### src/rtl/cnn_acc_pkg.sv
// Shared types, default widths and saturation helpers for the CNN accelerator datapath.
package cnn_acc_pkg;

  localparam int unsigned PsumWidth = 16;
  localparam int unsigned AccWidth  = 24;
  localparam int unsigned OutWidth  = 8;
  localparam int unsigned Depth     = 16;
  localparam int unsigned Shift     = 8;

  typedef enum logic [1:0] {
    StIdle  = 2'd0,
    StAccum = 2'd1,
    StDrain = 2'd2
  } acc_state_t;

  // Clamp a wide signed value to the signed range of a w-bit word.
  function automatic logic signed [63:0] sat_to(input logic signed [63:0] v,
                                                input int unsigned w);
    logic signed [63:0] hi;
    logic signed [63:0] lo;
    hi = (64'sd1 <<< (w - 1)) - 64'sd1;
    lo = -(64'sd1 <<< (w - 1));
    if (v > hi) return hi;
    if (v < lo) return lo;
    return v;
  endfunction

  function automatic logic signed [63:0] sat_acc(input logic signed [63:0] v,
                                                 input int unsigned w);
    return sat_to(v, w);
  endfunction

  function automatic logic signed [63:0] sat_out(input logic signed [63:0] v,
                                                 input int unsigned w);
    return sat_to(v, w);
  endfunction

endpackage

### src/rtl/psum_acc_buffer_if.sv
// Tile-control, psum input and drain handshake bundle of psum_acc_buffer.
interface psum_acc_buffer_if
  import cnn_acc_pkg::*;
#(
  parameter int unsigned PSUM_WIDTH = PsumWidth,
  parameter int unsigned OUT_WIDTH  = OutWidth
);
  logic                         start;
  logic [7:0]                   num_pass;
  logic                         psum_valid;
  logic signed [PSUM_WIDTH-1:0] psum_in;
  logic                         busy;
  logic                         out_valid;
  logic                         out_ready;
  logic signed [OUT_WIDTH-1:0]  out_data;
  logic                         out_last;
  logic                         done;

  modport master (
    output start, num_pass, psum_valid, psum_in, out_ready,
    input  busy, out_valid, out_data, out_last, done
  );

  modport slave (
    input  start, num_pass, psum_valid, psum_in, out_ready,
    output busy, out_valid, out_data, out_last, done
  );
endinterface

### src/rtl/psum_requant.sv
// Combinational requantizer: arithmetic shift, optional ReLU, output saturation.
// ReLU is enabled by defining PSUM_ACC_RELU_EN.
module psum_requant
  import cnn_acc_pkg::*;
#(
  parameter int unsigned ACC_WIDTH = AccWidth,
  parameter int unsigned OUT_WIDTH = OutWidth,
  parameter int unsigned SHIFT     = Shift
) (
  input  logic signed [ACC_WIDTH-1:0] i_acc,
  output logic signed [OUT_WIDTH-1:0] o_data
);
  logic signed [63:0] w_shift;
  logic signed [63:0] w_rect;

  always_comb begin
    w_shift = 64'(i_acc) >>> SHIFT;
`ifdef PSUM_ACC_RELU_EN
    w_rect = (w_shift < 64'sd0) ? 64'sd0 : w_shift;
`else
    w_rect = w_shift;
`endif
    o_data = OUT_WIDTH'(sat_out(w_rect, OUT_WIDTH));
  end
endmodule

### src/rtl/psum_acc_buffer.sv
// Accumulates a PE column's psum stream over several passes, then drains requantized results.
// Define PSUM_ACC_RELU_EN to clamp negative outputs to zero.
module psum_acc_buffer
  import cnn_acc_pkg::*;
#(
  parameter int unsigned PSUM_WIDTH = PsumWidth,
  parameter int unsigned ACC_WIDTH  = AccWidth,
  parameter int unsigned OUT_WIDTH  = OutWidth,
  parameter int unsigned DEPTH      = Depth,
  parameter int unsigned SHIFT      = Shift
) (
  input logic                clk,
  input logic                rst_n,
  psum_acc_buffer_if.slave   bus
);
  localparam int unsigned AW = $clog2(DEPTH);

  acc_state_t                  r_state;
  logic [AW-1:0]               r_wr_ptr;
  logic [AW-1:0]               r_rd_ptr;
  logic [7:0]                  r_pass_cnt;
  logic [7:0]                  r_num_pass;
  logic                        r_done;
  logic signed [ACC_WIDTH-1:0] r_buf [DEPTH];

  logic                        w_wr_en;
  logic                        w_wrap;
  logic                        w_last_pass;
  logic                        w_accept;
  logic                        w_rd_last;
  logic signed [63:0]          w_sum;
  logic signed [ACC_WIDTH-1:0] w_new;
  logic signed [ACC_WIDTH-1:0] w_rd_acc;
  logic signed [OUT_WIDTH-1:0] w_req;

  always_comb begin
    w_wr_en     = (r_state == StAccum) && bus.psum_valid;
    w_wrap      = (r_wr_ptr == AW'(DEPTH - 1));
    w_last_pass = (r_pass_cnt == r_num_pass - 8'd1);
    w_accept    = (r_state == StDrain) && bus.out_ready;
    w_rd_last   = (r_rd_ptr == AW'(DEPTH - 1));
    w_sum       = 64'(r_buf[r_wr_ptr]) + 64'(bus.psum_in);
    // First pass overwrites, so stale data from a previous tile never leaks in.
    if (r_pass_cnt == 8'd0) w_new = ACC_WIDTH'(64'(bus.psum_in));
    else                    w_new = ACC_WIDTH'(sat_acc(w_sum, ACC_WIDTH));
    w_rd_acc    = r_buf[r_rd_ptr];
  end

  always_ff @(posedge clk) begin
    if (w_wr_en) r_buf[r_wr_ptr] <= w_new;
  end

  always_ff @(posedge clk or negedge rst_n) begin
    if (!rst_n) begin
      r_state    <= StIdle;
      r_wr_ptr   <= '0;
      r_rd_ptr   <= '0;
      r_pass_cnt <= '0;
      r_num_pass <= '0;
      r_done     <= 1'b0;
    end else begin
      r_done <= 1'b0;
      unique case (r_state)
        StIdle: begin
          if (bus.start) begin
            r_state    <= StAccum;
            r_num_pass <= (bus.num_pass == 8'd0) ? 8'd1 : bus.num_pass;
            r_wr_ptr   <= '0;
            r_rd_ptr   <= '0;
            r_pass_cnt <= '0;
          end
        end
        StAccum: begin
          if (w_wr_en) begin
            r_wr_ptr <= r_wr_ptr + AW'(1);
            if (w_wrap) begin
              r_pass_cnt <= r_pass_cnt + 8'd1;
              if (w_last_pass) r_state <= StDrain;
            end
          end
        end
        StDrain: begin
          if (w_accept) begin
            r_rd_ptr <= r_rd_ptr + AW'(1);
            if (w_rd_last) begin
              r_state <= StIdle;
              r_done  <= 1'b1;
            end
          end
        end
        default: r_state <= StIdle;
      endcase
    end
  end

  psum_requant #(
    .ACC_WIDTH (ACC_WIDTH),
    .OUT_WIDTH (OUT_WIDTH),
    .SHIFT     (SHIFT)
  ) u_requant (
    .i_acc  (w_rd_acc),
    .o_data (w_req)
  );

  assign bus.busy      = (r_state != StIdle);
  assign bus.out_valid = (r_state == StDrain);
  assign bus.out_data  = (r_state == StDrain) ? w_req : '0;
  assign bus.out_last  = (r_state == StDrain) && w_rd_last;
  assign bus.done      = r_done;
endmodule

### src/flat_wrapper.sv
// flat-port wrapper written by rule: the top's interface ports become plain ports
module psum_acc_buffer_flat import cnn_acc_pkg::*;
#(
  parameter int unsigned PSUM_WIDTH = PsumWidth,
  parameter int unsigned ACC_WIDTH  = AccWidth,
  parameter int unsigned OUT_WIDTH  = OutWidth,
  parameter int unsigned DEPTH      = Depth,
  parameter int unsigned SHIFT      = Shift
)
  (clk, rst_n, bus_start, bus_num_pass, bus_psum_valid, bus_psum_in, bus_out_ready, bus_busy, bus_out_valid, bus_out_data, bus_out_last, bus_done);
  psum_acc_buffer_if #(.PSUM_WIDTH(PSUM_WIDTH), .OUT_WIDTH(OUT_WIDTH)) bus_i ();
  input logic clk;
  input logic rst_n;
  input wire logic [$bits(bus_i.start)-1:0] bus_start;
  input wire logic [$bits(bus_i.num_pass)-1:0] bus_num_pass;
  input wire logic [$bits(bus_i.psum_valid)-1:0] bus_psum_valid;
  input wire logic [$bits(bus_i.psum_in)-1:0] bus_psum_in;
  input wire logic [$bits(bus_i.out_ready)-1:0] bus_out_ready;
  output wire logic [$bits(bus_i.busy)-1:0] bus_busy;
  output wire logic [$bits(bus_i.out_valid)-1:0] bus_out_valid;
  output wire logic [$bits(bus_i.out_data)-1:0] bus_out_data;
  output wire logic [$bits(bus_i.out_last)-1:0] bus_out_last;
  output wire logic [$bits(bus_i.done)-1:0] bus_done;
  assign bus_i.start = bus_start;
  assign bus_i.num_pass = bus_num_pass;
  assign bus_i.psum_valid = bus_psum_valid;
  assign bus_i.psum_in = bus_psum_in;
  assign bus_i.out_ready = bus_out_ready;
  assign bus_busy = bus_i.busy;
  assign bus_out_valid = bus_i.out_valid;
  assign bus_out_data = bus_i.out_data;
  assign bus_out_last = bus_i.out_last;
  assign bus_done = bus_i.done;
  psum_acc_buffer #(.PSUM_WIDTH(PSUM_WIDTH), .ACC_WIDTH(ACC_WIDTH), .OUT_WIDTH(OUT_WIDTH), .DEPTH(DEPTH), .SHIFT(SHIFT)) u_core (.clk(clk), .rst_n(rst_n), .bus(bus_i));
endmodule
### config.mk
export PLATFORM = sky130hd
export DESIGN_NAME = psum_acc_buffer_flat
export DESIGN_NICKNAME = d
export VERILOG_FILES = /design/src/rtl/cnn_acc_pkg.sv /design/src/rtl/psum_acc_buffer_if.sv /design/src/rtl/psum_requant.sv /design/src/rtl/psum_acc_buffer.sv /design/src/flat_wrapper.sv
export SDC_FILE = /design/constraint.sdc
export NUM_CORES = 1
export LEC_CHECK = 0
export ABC_AREA = 0
export CAP_MARGIN = 20
export CORE_MARGIN = 2
export CORE_UTILIZATION = 50
export DETAILED_ROUTE_END_ITERATION = 6
export PLACE_DENSITY = 0.66
export SYNTH_ARGS = -nofsm -noshare
export SYNTH_HDL_FRONTEND = slang
export SYNTH_SLANG_ARGS = --single-unit
### constraint.sdc
create_clock -name clk -period 6.8 [get_ports clk]
set_input_delay 1.36 -clock clk [delete_from_list [all_inputs] [get_ports clk]]
set_output_delay 1.36 -clock clk [all_outputs]
set_load 0.02 [all_outputs]
==> Yosys cells after proc, flatten, opt, wreduce, memory -nomap -nowiden <==
Memory sizes are Yosys's and may differ from the RTL's.
Index checks and enable logic that the tools add are counted.
{ "totals": {"regBits": 27, "latchBits": 0, "ram_bits": 384, "rom_bits": 0, "inputBits": 29, "output_inout_bits": 12, "wordCells": 81, "memories": 1} }
{ "memory_table": {"columns": ["name", "depth", "width", "read_ports", "rd_clocked_by_memory_dff", "write_ports", "line_no", "rtl"], "rows": [
  ["u_core.r_buf", 16, 24, 2, 0, 1, "psum_acc_buffer.sv:24", "logic signed [ACC_WIDTH-1:0] r_buf [DEPTH];"]
]} }
{ "classes": {"add_sub_neg": 5, "mul": 0, "n_div": 0, "magnitude_cmp": 4, "eq_ne": 11, "shifts": 0, "n_mux": 40, "bitwise_logic": 0, "n_reduce_logical": 14} }
{ "ops": {"columns": ["op", "count"], "rows": [
  ["$mux 24", 5],
  ["$mux 8", 9],
  ["$add 24x16->25", 1],
  ["$gt 25x24->1 const B", 1],
  ["$lt 25x24->1 const B", 1],
  ["$gt 16x8->1 const B", 1],
  ["$logic_not 8->1", 2],
  ["$lt 16x8->1 const B", 1],
  ["$pmux 4 s2", 2],
  ["$pmux 8 s2", 1],
  ["$mux 1", 13],
  ["$mux 2", 6],
  ["$mux 4", 3],
  ["$ne 2x1->1 const B", 5],
  ["$add 4x1->4 const B", 2],
  ["$add 8x1->8 const B", 1],
  ["$eq 4x4->1 const B", 2],
  ["$eq 8x8->1", 1],
  ["$sub 8x1->8 const B", 1],
  ["$pmux 2 s3", 1],
  ["$reduce_and 3->1", 2],
  ["$reduce_and 6->1", 1],
  ["$reduce_bool 2->1", 3],
  ["$reduce_and 4->1", 1],
  ["6 further kinds", 8]
]} }

==> Logic depth before layout (Yosys ltp) <==
An unclocked memory read counts as a cell.
{ "logic_depth": {"depth_word": 10, "mapped_depth": 16, "mapped_depth_nobuf": 13} }

==> Modules after synthesis <==
From an unflattened synthesis, not the netlist that was laid out.
{ "unflattened": {"cells_unflattened": 1381, "area_unflattened_um2": 21105.2} }
{ "by_module_without_submodules": {"columns": ["module", "n_inst", "cells_per_inst", "area_per_inst_um2", "seq_area_each_um2"], "rows": [
  ["psum_acc_buffer", 1, 1358, 20957.6, 12206.7],
  ["psum_requant", 1, 23, 147.6, 0.0]
]} }

==> Worst setup path before layout <==
No wires, ideal clock.
{ "synth_timing": {"path_kind": "reg-to-reg", "start": "register u_core.r_wr_ptr[0]", "end": "memory u_core.r_buf[0][22] in the netlist's numbering (data pin)", "setup_ns": 0.346, "arrival_time_ns": 4.800, "t_required_ns": 6.454, "slack_ns": 1.654, "path_stages_with_launch": 15, "path_buffers": 3, "cell_sequence": "dfrtp_1 clkbuf_1 buf_2 buf_2 mux4_2 mux4_2 ha_1 a21o_1 o21a_1 a311o_1 a211o_1 o211ai_2 mux2i_1 o21ai_0 o32ai_1"} }
{ "synth_via": {"elab_chain_cells": 9, "elab_cells_between_ends": 13, "classes_between": "add/sub: 1; order compare: 2; mux: 9; memory: 1"} }
{ "synth_lines": {"columns": ["element", "line_no", "rtl"], "rows": [
  ["start: declaration", "psum_acc_buffer.sv:19", "logic [AW-1:0] r_wr_ptr;"],
  ["start signal: assignment", "psum_acc_buffer.sv:75", "r_wr_ptr <= r_wr_ptr + AW'(1);"],
  ["$mem_v2 16x24 *", null, null],
  ["$add 24x16->25 *", "psum_acc_buffer.sv:42", "w_sum = 64'(r_buf[r_wr_ptr]) + 64'(bus.psum_in);"],
  ["$lt 25x24->1", "cnn_acc_pkg.sv:24", "if (v < lo) return lo;"],
  ["$mux 1 (2 in a row)", "cnn_acc_pkg.sv:24", null],
  ["$mux 1", "psum_acc_buffer.sv:44", "if (r_pass_cnt == 8'd0) w_new = ACC_WIDTH'(64'(bus.psum_in));"],
  ["$mux 24", "cnn_acc_pkg.sv:25", "return v;"],
  ["$mux 24 *", "cnn_acc_pkg.sv:24", null],
  ["$mux 24 *", "psum_acc_buffer.sv:44", null],
  ["named net u_core.w_new[22]", "psum_acc_buffer.sv:32", "logic signed [ACC_WIDTH-1:0] w_new;"],
  ["end: declaration", "psum_acc_buffer.sv:24", null]
]} }
The timed path passes the listed nets; every way through them passes the cells marked *. The select of a mux whose other input is x is not followed.

==> Worst setup path after layout <==
{ "layout_timing": {"start": "register u_core.r_wr_ptr[0]", "end": "memory u_core.r_buf[10][7] in the netlist's numbering (data pin)"} }
The elaborated chain is that of the path after synthesis.

==> impl_summary.md <==
STA
The number of failing hold endpoints at the final stage is 0. Measured against its own limit, the worst slew margin works out to ~24%. The count of pins over their slew limit is 0.

The worst setup skew after layout is ~0.026 ns. Hold is met by approximately 0.56 ns. The pin slew with the least headroom to its limit is 1.13 ns. For the finished layout, the period the worst path requires is just under 6 ns. Derived from the worst setup path, the maximum achievable clock frequency is roughly 0.17 GHz.

Setup repair after global routing left no endpoint under its margin. Adding up every negative setup slack in the final design gives 0 ns. The final period utilization is slightly below 90%. The final worst setup slack is approximately 0.83 ns. Setup violations remaining at the end of the flow were counted as 0.

Yosys
The proportion of synthesized chip area in sequential cells is between 60 and 70%. The most frequently used flop master after synthesis is edfxtp_1. The synthesized cell area is 19600 sq um. The count of synthesis-stage warnings from yosys is 0. The share of async-settable or async-resettable flops after synthesis is 6.57%. The number of instances in the synthesized netlist is 1095. The post-synth net total is between 1000 and 1500. The flip-flop and latch count after synthesis is around 410.

In this run, synthesis inferred 384 flip-flops with an integrated enable. A synthesized cell averages around 18 sq um. Counting distinct cell types in the post-synthesis netlist gives 62.

Floorplan
The horizontal extent of the die is slightly above 200 um. The initialized floorplan defines ~70 standard-cell rows. The floorplan die area is approximately 41000 sq um.

The area of the core is a little under 40000 sq um. In this run the vertical extent of the chip is 202 um. The top-level I/O count is slightly above 40. The initial cell density of the core is about half.

Layout
The area growth from synthesis to layout is 14.1%. The net count reported at finish is approximately 1200. The non-filler instance count after layout is roughly 1700. The share of layout cells above drive strength 1 is around 30%. The count of inserted antenna diode cells is 0. After routing the design area is approximately 22000 sq um. The fill cell total of the finished layout is 2889.

Setup path
The kind of end point of the critical path is a flop. The class of the most critical setup path is flop to flop. The kind of cell with the highest combined delay along the critical path is compound AO/OA/AOI/OAI gates. The largest single stage delay on the critical path is roughly 1.1 ns. Data arrives at the worst endpoint at ~6.2 ns.

At the worst endpoint, the required time is 7.01 ns. The library cell contributing the largest single delay on the critical path is dfrtp_4. The number of buffer and inverter instances along the worst setup path is 2. STA classifies the critical path startpoint as a flop. In this run the register-to-register setup slack is between 0.8 and 0.9 ns. In this run the worst path has a maximum fanout of 45. Walking the worst path, the cells encountered are buf_4 > mux4_2 > mux4_2 > ha_1 > and3_1 > o21a_1 > a311o_1 > a211o_1 > o211ai_2 > xnor2_1 > a21boi_2 > buf_4 > a21oi_1.

Placement
Once placement completed, the tool counted placed cells totaling ~1600. The total placed instance area is ~21000 sq um. The number of buffer cells added on primary ports is 40.

The detailed placer's ending HPWL is about 28000 um. The worst slack at placement is 0.783 ns. The routability congestion estimate is around 0.90.

Clock tree
The total CTS buffers is 44. The H-tree generated during clock tree synthesis spans 2 levels. The number of clock sinks seen by CTS is 411.

The number of setup buffers added after CTS is 0. In this run the deepest clock path goes through 3 buffers. Clock-pin slew was measured on the worst setup and hold paths at about 0.060 ns. The CTS tree is yes. The number of cells upsized or downsized after cts is 0.

The source-to-sink clock delay at the later pin of the worst-skew pair is roughly 0.58 ns. Hold repair after CTS inserted 0 buffers. In this run the clock root is driven by a clkbuf_16.

Run status
The run finished with clean final reports.

Route
Before antenna repair, the detailed router went through 5 iterations. For this block, the initial DRC count from the detailed router was roughly 1200. Across all layers, the routed design uses 11100 vias. The vias per cell is about 6.4. The routed length per placed instance is 27.7 um. The count of nets left with antenna violations once routing finished came out at 0. The DRC violations left is 0.

The final routed wirelength across all metal layers is a little under 50000 um.

Power and ir drop
For this design the ratio of total power to cell area is roughly 540 nW/um^2. The worst vdd rail ir drop is between 0.2 and 0.3 mV. The leakage power total is around 7.3 nW.

GRT
The via count of the first global-routing pass is 11200. The global-route wire length before repair is just over 70000 um. The largest net degree at the start of global routing is 63.

The total overflow reported by the global router is 0. Global routing used 24.3% of the available tracks. The initial antenna violation count is 0.

Worst hold path
The class of the worst hold path is flop to flop.

Flow run
The number of maximum-capacitance violations is 0.
## synthesized netlist by cell type, drive strengths merged, types with 2 or more instances
cell | count | share of area [%]
edfxtp | 384 | 59
mux4 | 194 | 22
nor2 | 60 | 1.1
a21oi | 50 | 1.3
nand2 | 47 | 0.91
buf | 33 | 0.89
ha | 32 | 2.0
o21ai | 30 | 0.77
clkbuf | 29 | 0.56
dfrtp | 27 | 3.4
xnor2 | 18 | 0.80
inv | 17 | 0.33
xor2 | 17 | 0.76
nand3 | 16 | 0.41
nand2b | 14 | 0.45
mux2 | 12 | 0.69
a21o | 11 | 0.42
nor3 | 9 | 0.23
and2 | 8 | 0.26
and3 | 8 | 0.26
mux2i | 7 | 0.36
nand4 | 7 | 0.22
a31oi | 5 | 0.16
nor4 | 5 | 0.16
o211ai | 5 | 0.22
o21a | 5 | 0.19
a21boi | 4 | 0.17
nand3b | 3 | 0.11
a211o | 2 | 0.089
a211oi | 2 | 0.077
a22o | 2 | 0.089
a311o | 2 | 0.10
and4 | 2 | 0.089
nor2b | 2 | 0.064
nor4b | 2 | 0.089
o221ai | 2 | 0.089
o22ai | 2 | 0.064
or2 | 2 | 0.064
or3 | 2 | 0.064
## registers in the layout, indices dropped and copies added, names as in the netlist
signal             cells
u_core.r_num_pass      8
u_core.r_pass_cnt      8
u_core.r_wr_ptr        4
u_core.r_rd_ptr        4
u_core.bus.done        1
u_core.r_buf         384
u_core.r_state         2
## metal layers
| metal | track usage [%] | up-vias | part of all wire [%] |
|---|---|---|---|
| met5 | 0 | - | 0 |
| met4 | 6.25 | 0 | 1.9 |
| met3 | 3.82 | 64 | 6.9 |
| met2 | 37.4 | 399 | 47 |
| met1 | 36.7 | 5930 | 44 |
| li1 | - | 4724 | - |
## power breakdown
| part | switching (W) | total [W] | leakage [nW] | internal, W |
|---|---|---|---|---|
| clock network | 0.000990 | 0.00227 | 0.660 | 0.00128 |
| logic | 0.00299 | 0.00491 | 2.82 | 0.00192 |
| registers | 0.000364 | 0.00493 | 3.78 | 0.00457 |
## final timing paths
path,start,to,depth (start not counted)
max reg2reg,u_core.r_wr_ptr[0],u_core.r_buf[10][7],13
max in group asynchronous,rst_n,u_core.r_rd_ptr[0],2
min,u_core.r_num_pass[7],u_core.r_num_pass[7],1
min reg2reg,u_core.r_num_pass[7],u_core.r_num_pass[7],1
max,u_core.r_wr_ptr[0],u_core.r_buf[10][7],13
min in group asynchronous,rst_n,u_core.r_wr_ptr[0],2
## final cells by class
cell class / count / area, sq um / area share [%]
flip-flops and latches: 411 / 12200 / 54.6
well taps: 518 / 648 / 2.90
clock buffers: 56 / 1180 / 5.26
repair buffers: 101 / 921 / 4.12
inverters: 17 / 63.8 / 0.285
multi-input cells: 605 / 7150 / 32.0
clock inverters: 24 / 181 / 0.811
## cells by family (layout without fill, tap and decap cells)
logic type                 Yosys count  after routing  synth area share (%)
adders and majority gates           33             33                  2.15
AOI/OAI and AO/OA                  134            134                  4.25
buffers and inverters               79            198                  1.77
muxes                              213            213                  23.3
DFF                                411            411                  62.3
xor gates and xnor gates            35             35                  1.56
and+or+nand+nor                    190            190                  4.65
## worst reg2reg max path: stages (launching register included)
cell and delay [ns]:
dfrtp_4 1.08, buf_4 0.42, mux4_2 0.52, mux4_2 0.51, ha_1 0.39, and3_1 0.22
o21a_1 0.16, a311o_1 0.33, a211o_1 0.28, o211ai_2 0.11, xnor2_1 0.21, a21boi_2 0.25
buf_4 0.27, a21oi_1 0.86
## through the flow
step           util (%)  power, W
3_3_place_gp       54.1   0.00964
6_report           57.9    0.0121
2_1_floorplan         -   0.00807
5_1_grt            57.9    0.0127
4_1_cts            57.8    0.0121
3_5_place_dp       54.2   0.00979
## cells in the final DEF, fill, tap and decap left out, drive strengths merged, types with 14 or more instances in the layout
master and count:
ha 32, clkbuf 56, dfrtp 27, clkdlybuf4s50 40, clkinv 16, nor2 60
xor2 17, o21ai 30, xnor2 18, a21oi 50, nand2 47, nand2b 14
inv 21, buf 61, edfxtp 384, mux4 194, nand3 16
Note: power is estimated with default switching activity, not from simulation.
